`src/rtl/cpu_pkg.sv`:
```
// Shared CPU definitions: boot vector, code-region encodings, fetch FSM states.
package cpu_pkg;

  // Boot vector lives in BIOS space.
  localparam logic [31:0] RESET_PC_DEFAULT = 32'h4000_0000;

  // pc[31:28] region tags for the two executable regions.
  localparam logic [3:0] REGION_IC   = 4'h1;
  localparam logic [3:0] REGION_BIOS = 4'h4;

  typedef enum logic [1:0] {
    BOOT = 2'd0,
    RUN  = 2'd1,
    HALT = 2'd2
  } fetch_state_t;

  // A fetch address is legal only inside IC/BIOS space and word aligned.
  function automatic logic pc_is_legal(input logic [31:0] pc);
    logic region_ok;
    region_ok = (pc[31:28] == REGION_IC) || (pc[31:28] == REGION_BIOS);
    return region_ok && (pc[1:0] == 2'b00);
  endfunction

endpackage

```
`src/rtl/fetch_pc_legal.sv`:
```
// Combinational legality check for a fetch PC; also used by external checkers.
module fetch_pc_legal
  import cpu_pkg::*;
(
  input  logic [31:0] pc,
  output logic        legal
);

  // The middle address bits never influence legality.
  logic unused_mid;
  assign unused_mid = ^pc[27:2];

  // Region tag plus word alignment decide legality.
  always_comb begin
    legal = pc_is_legal(pc);
  end

endmodule

```
`src/rtl/fetch_pc_gen.sv`:
```
// Fetch-stage PC generator: sequential advance, branch/jump redirects with a
// one-entry pending slot for held cycles, F->D register, and illegal-PC parking.
module fetch_pc_gen
  import cpu_pkg::*;
#(
  parameter logic [31:0] RESET_PC = RESET_PC_DEFAULT
) (
  input  logic        clk,
  input  logic        reset,
  input  logic        stall,
  input  logic        mem_wait,
  input  logic        redirect_valid,
  input  logic [31:0] redirect_pc,
  output logic [31:0] pc_f,
  output logic [31:0] pc_plus4_f,
  output logic [31:0] pc_d,
  output logic        valid_d,
  output logic        fetch_fault
);

  fetch_state_t state;
  logic         pend_v;
  logic [31:0]  pend_pc;
  logic         hold;
  logic         pc_f_legal;
  logic [31:0]  next_pc;

  assign hold       = stall | mem_wait;
  assign pc_plus4_f = pc_f + 32'd4;

  fetch_pc_legal u_legal (
    .pc    (pc_f),
    .legal (pc_f_legal)
  );

  // Next fetch PC on a free RUN cycle: live redirect, then pending, then +4.
  always_comb begin
    next_pc = pc_plus4_f;
    if (redirect_valid)
      next_pc = redirect_pc;
    else if (pend_v)
      next_pc = pend_pc;
  end

  // Fetch FSM with the PC, pending-redirect and decode registers.
  always_ff @(posedge clk or posedge reset) begin
    if (reset) begin
      state       <= BOOT;
      pc_f        <= RESET_PC;
      pc_d        <= 32'd0;
      valid_d     <= 1'b0;
      fetch_fault <= 1'b0;
      pend_v      <= 1'b0;
      pend_pc     <= 32'd0;
    end else begin
      case (state)
        BOOT: begin
          // One settling cycle; an early redirect is kept rather than lost.
          valid_d <= 1'b0;
          state   <= RUN;
          if (redirect_valid) begin
            pend_v  <= 1'b1;
            pend_pc <= redirect_pc;
          end
        end

        RUN: begin
          if (hold) begin
            // Everything freezes; the newest redirect wins the pending slot.
            if (redirect_valid) begin
              pend_v  <= 1'b1;
              pend_pc <= redirect_pc;
            end
          end else if (pc_f_legal) begin
            // Delay slot: the instruction at pc_f is always handed to decode.
            pc_d    <= pc_f;
            valid_d <= 1'b1;
            pc_f    <= next_pc;
            pend_v  <= 1'b0;
          end else begin
            // Illegal fetch: park here; any pending target is abandoned.
            valid_d     <= 1'b0;
            fetch_fault <= 1'b1;
            pend_v      <= 1'b0;
            state       <= HALT;
          end
        end

        HALT: begin
          // Only a fresh redirect releases the front end, even under hold.
          valid_d <= 1'b0;
          pend_v  <= 1'b0;
          if (redirect_valid) begin
            pc_f        <= redirect_pc;
            fetch_fault <= 1'b0;
            state       <= RUN;
          end
        end

        default: state <= BOOT;
      endcase
    end
  end

endmodule

```
`config.mk`:
```
export PLATFORM = sky130hd
export DESIGN_NAME = fetch_pc_gen
export DESIGN_NICKNAME = d
export VERILOG_FILES = /design/src/rtl/cpu_pkg.sv /design/src/rtl/fetch_pc_legal.sv /design/src/rtl/fetch_pc_gen.sv
export SDC_FILE = /design/constraint.sdc
export NUM_CORES = 1
export LEC_CHECK = 0
export CAP_MARGIN = 20
export CORE_UTILIZATION = 24
export CTS_BUF_LIST = sky130_fd_sc_hd__clkbuf_16
export CTS_CLUSTER_DIAMETER = 100
export DETAILED_ROUTE_END_ITERATION = 12
export PLACE_DENSITY = 0.55
export SYNTH_ARGS = -nofsm -noshare
export SYNTH_HDL_FRONTEND = slang
export SYNTH_SLANG_ARGS = --single-unit
```
`constraint.sdc`:
```
create_clock -name clk -period 3.4 [get_ports clk]
set_clock_uncertainty 0.2 [all_clocks]
set_input_delay 0.68 -clock clk [delete_from_list [all_inputs] [get_ports clk]]
set_output_delay 0.68 -clock clk [all_outputs]
set_load 0.05 [all_outputs]
```
==> run_results.csv <==
group,metric,value,unit
status,outcome,"finished, final reports clean",
drt,drtPass1Iterations,6,
hold_path,hold_path_class,"flop to flop",
die,rows,53,
synth,synth-simple-area-share,14.6,%
synth,ys.flop_type,"dfrtp_1",
synth,seq_area_frac_synth,48.4,%
die,die_w,149,µm
synth,avgSynthCellArea,10.3,µm²
clock_network,postCtsHoldBufs,0,
synth,ys_types,48,
synth,postSynthCellCount,505,
drt,drt_wl_total,17300,µm
drt,num_vias,4466,
drt,wl_met3,904,µm
die,ios,135,
drt,top_layer,"met4",
worst_setup_path,cp.required,2.52,ns
grt,antenna_found_initial,1,
grt,grt_max_degree,43,
hold_path,worstHoldStart,"pc_d[2]",
clock_network,cts_root_buf,"clkbuf_16",
worst_setup_path,r2r_start,"pc_f[29]",
clock_network,clock_latency,0.35,ns
hold_path,hold_end,"pc_d[2]",
worst_setup_path,r2r_cells,6,
drt,drc,0,
synth,synthMuxAreaShare,13.3,%
worst_setup_path,path_max_fanout,7,
synth,synth_compound_area_share,13.7,%
synth,synthArstFlopShare,100,%
run,drv_cap,0,
synth,synth_nets,547,
drt,first_iter_violations,240,
timing,setup_viol,0,
placement,portBuffers,134,
timing,final.period_utilization,96.3,%
grt,grt_pass1_wl,27100,µm
drt,avgRoutedWirePerCell,18.7,µm
synth,synth-seq-cells,101,
timing,hold_viol,0,
clock_network,cts_buffer_depth,2,
placement,hpwl,12500,µm
power,p_total,8750,µW
timing,setup_tns,0,ns
timing,slew_headroom,59.2,%
worst_setup_path,start_kind,"flop",
hold_path,hold-path-cell-count,2,
synth,synth_edf_count,0,
die,die_area,0.0223,mm²
timing,fin_ws,0.125,ns
final_layout,fin_nets,685,
die,fp.dieH,149,µm
synth,synth_top_family_by_area,"simple AND/OR/NAND/NOR gates",
power,powerDensity,1160,mW/mm²
grt,grt_overflow,0,
worst_setup_path,crit_arrival,2.40,ns
drt,met1_length,7800,µm
timing,rsz0062_at_grt,"false",
final_layout,area_growth,45.0,%
synth,synth_xor_area_share,4.87,%
drt,postRouteAntennaNets,0,
clock_network,cts_tree,"done",
final_layout,nFillCells,2081,
timing,drv_slew,0,
clock_network,path_clk_slew,0.07,ns
clock_network,cts_max_level,3,
worst_setup_path,worst_setup_path_end_kind,"primary output",
clock_network,cts.sinks,101,
synth,synth_area,0.00522,mm²
worst_setup_path,reg2reg_to,"pc_f[13]",
final_layout,drive_gt1_share,23.3,%
synth,ys_warn_count,0,
worst_setup_path,r2r_slack,0.76,ns
timing,worst_pin_slew,0.611,ns
drt,vias_per_cell,4.83,
placement,pre_cts_ws,0.325,ns
clock_network,numCtsBuffers,9,
synth,synth_fa_ha_area_share,1.20,%
power,leakagePower,0.00326,µW
placement,gp_congestion,0.803,
timing,layout_min_cycle_time,3.28,ns
worst_setup_path,path_class,"flop to primary output",
die,core-area,0.0212,mm²
final_layout,layout_common_cells,"110 x clkdlybuf4s50_1, 98 x dfrtp_1, 59 x mux2_2",
die,start_util,24.7,%
grt,grt_pass1_vias,4571,
power,ir_drop,389,µV
drt,wl_met2,8170,µm
final_layout,final_common_cell,"clkdlybuf4s50_1",
grt,grt_use_total,16.1,%
timing,fmax,0.305,GHz
==> cells by family after synthesis <==
family                   after synthesis
adder cells (fa/ha/maj)                5
multiplexers                          62
flip-flops                           101
buffers and inverters                 50
AO/OA/AOI/OAI                        116
XOR/XNOR                              29
AND/OR/NAND/NOR                      142
==> layer usage <==
layer,vias to the layer above,global-route usage [%]
li1,2089,-
met1,2200,21.5
met2,151,25.6
met3,26,2.74
met4,0,6.79
met5,-,0
==> power breakdown <==
group	internal [µW]	leakage [µW]	switching (µW)
Sequential	1760	0.00123	581
Combinational	2000	0.00186	3290
Clock	637	0.000162	470
Total	4400	0.00326	4350
==> sequential cells by signal, summed over array words and instances, names as in the netlist <==
| signal | flops |
|---|---|
| fetch_fault | 1 |
| pc_d | 32 |
| pc_f | 32 |
| pend_pc | 32 |
| pend_v | 1 |
| state | 2 |
| valid_d | 1 |
==> worst max path at each step <==
stage / cells past startpoint / startpoint / to / slack [ns]
after floorplan: 6 / pc_f[10] / pc_plus4_f[31] / -0.01
after global placement: 6 / pc_f[3] / pc_plus4_f[16] / 0.41
after detailed placement: 6 / pc_f[3] / pc_plus4_f[16] / 0.33
after CTS: 7 / pc_f[3] / pc_plus4_f[20] / 0.02
after global routing: 6 / pc_f[19] / pc_plus4_f[26] / 0.006
final: 7 / pc_f[3] / pc_plus4_f[20] / 0.12
==> synth_stat cells, types with 2 or more instances <==
cell / count / area share, %
a21oi_1: 39 / 3.7
a22o_1: 2 / 0.34
a31oi_1: 8 / 0.96
and2_1: 8 / 0.96
and3_1: 13 / 1.6
and4_1: 2 / 0.34
buf_2: 8 / 0.77
buf_4: 2 / 0.29
clkbuf_1: 23 / 1.7
dfrtp_1: 100 / 48
ha_1: 5 / 1.2
inv_1: 16 / 1.2
mux2_2: 59 / 13
mux2i_1: 3 / 0.58
nand2_1: 34 / 2.4
nand2b_1: 8 / 0.96
nand3_1: 16 / 1.5
nand4_1: 12 / 1.4
nor2_1: 29 / 2.1
nor3_1: 7 / 0.67
nor4_1: 5 / 0.60
nor4_4: 2 / 0.81
o211ai_1: 12 / 1.7
o21ai_0: 24 / 2.3
o21ai_1: 2 / 0.19
o21bai_1: 3 / 0.43
o22a_1: 3 / 0.50
o22ai_1: 7 / 0.84
o31a_1: 5 / 0.84
o31ai_1: 3 / 0.43
xnor2_1: 13 / 2.2
xor2_1: 16 / 2.7
==> metrics by stage <==
step | instances | area (µm²) | hold WS (ns) | utilization, %
final | 924 | 7570 | 0.288 | 35.8
after global routing | 924 | 7570 | 0.315 | 35.8
after CTS | 922 | 7550 | 0.293 | 35.7
after detailed placement | 906 | 7240 | 0.278 | 34.2
after global placement | 906 | 7240 | 0.266 | 34.2
after floorplan | 505 | 5310 | 0.272 | -
==> critical path, stage by stage (launching register included) <==
cell	delay [ns]
dfrtp_2	0.43
ha_1	0.22
nand3_2	0.14
nor4_4	0.37
buf_4	0.23
and3_1	0.25
xor2_2	0.22
buf_12	0.17
==> cell type report <==
type / instances / area [µm²] / area share, %
clock inverters: 7 / 82.6 / 1.09
diodes: 1 / 2.50 / 0.0331
clock buffers: 9 / 225 / 2.98
flip-flops and latches: 101 / 2530 / 33.4
repair buffers: 161 / 1720 / 22.8
inverters: 16 / 63.8 / 0.843
well taps: 275 / 344 / 4.55
multi-input cells: 354 / 2600 / 34.3
==> timing repair <==
item,in CTS,in global routing
pin swaps,0,1
endpoints found under the setup margin,1,9
gates resized for setup,1,2
gates cloned,0,0
setup buffers,0,1
No activity file was read; power rests on OpenSTA's default activity.
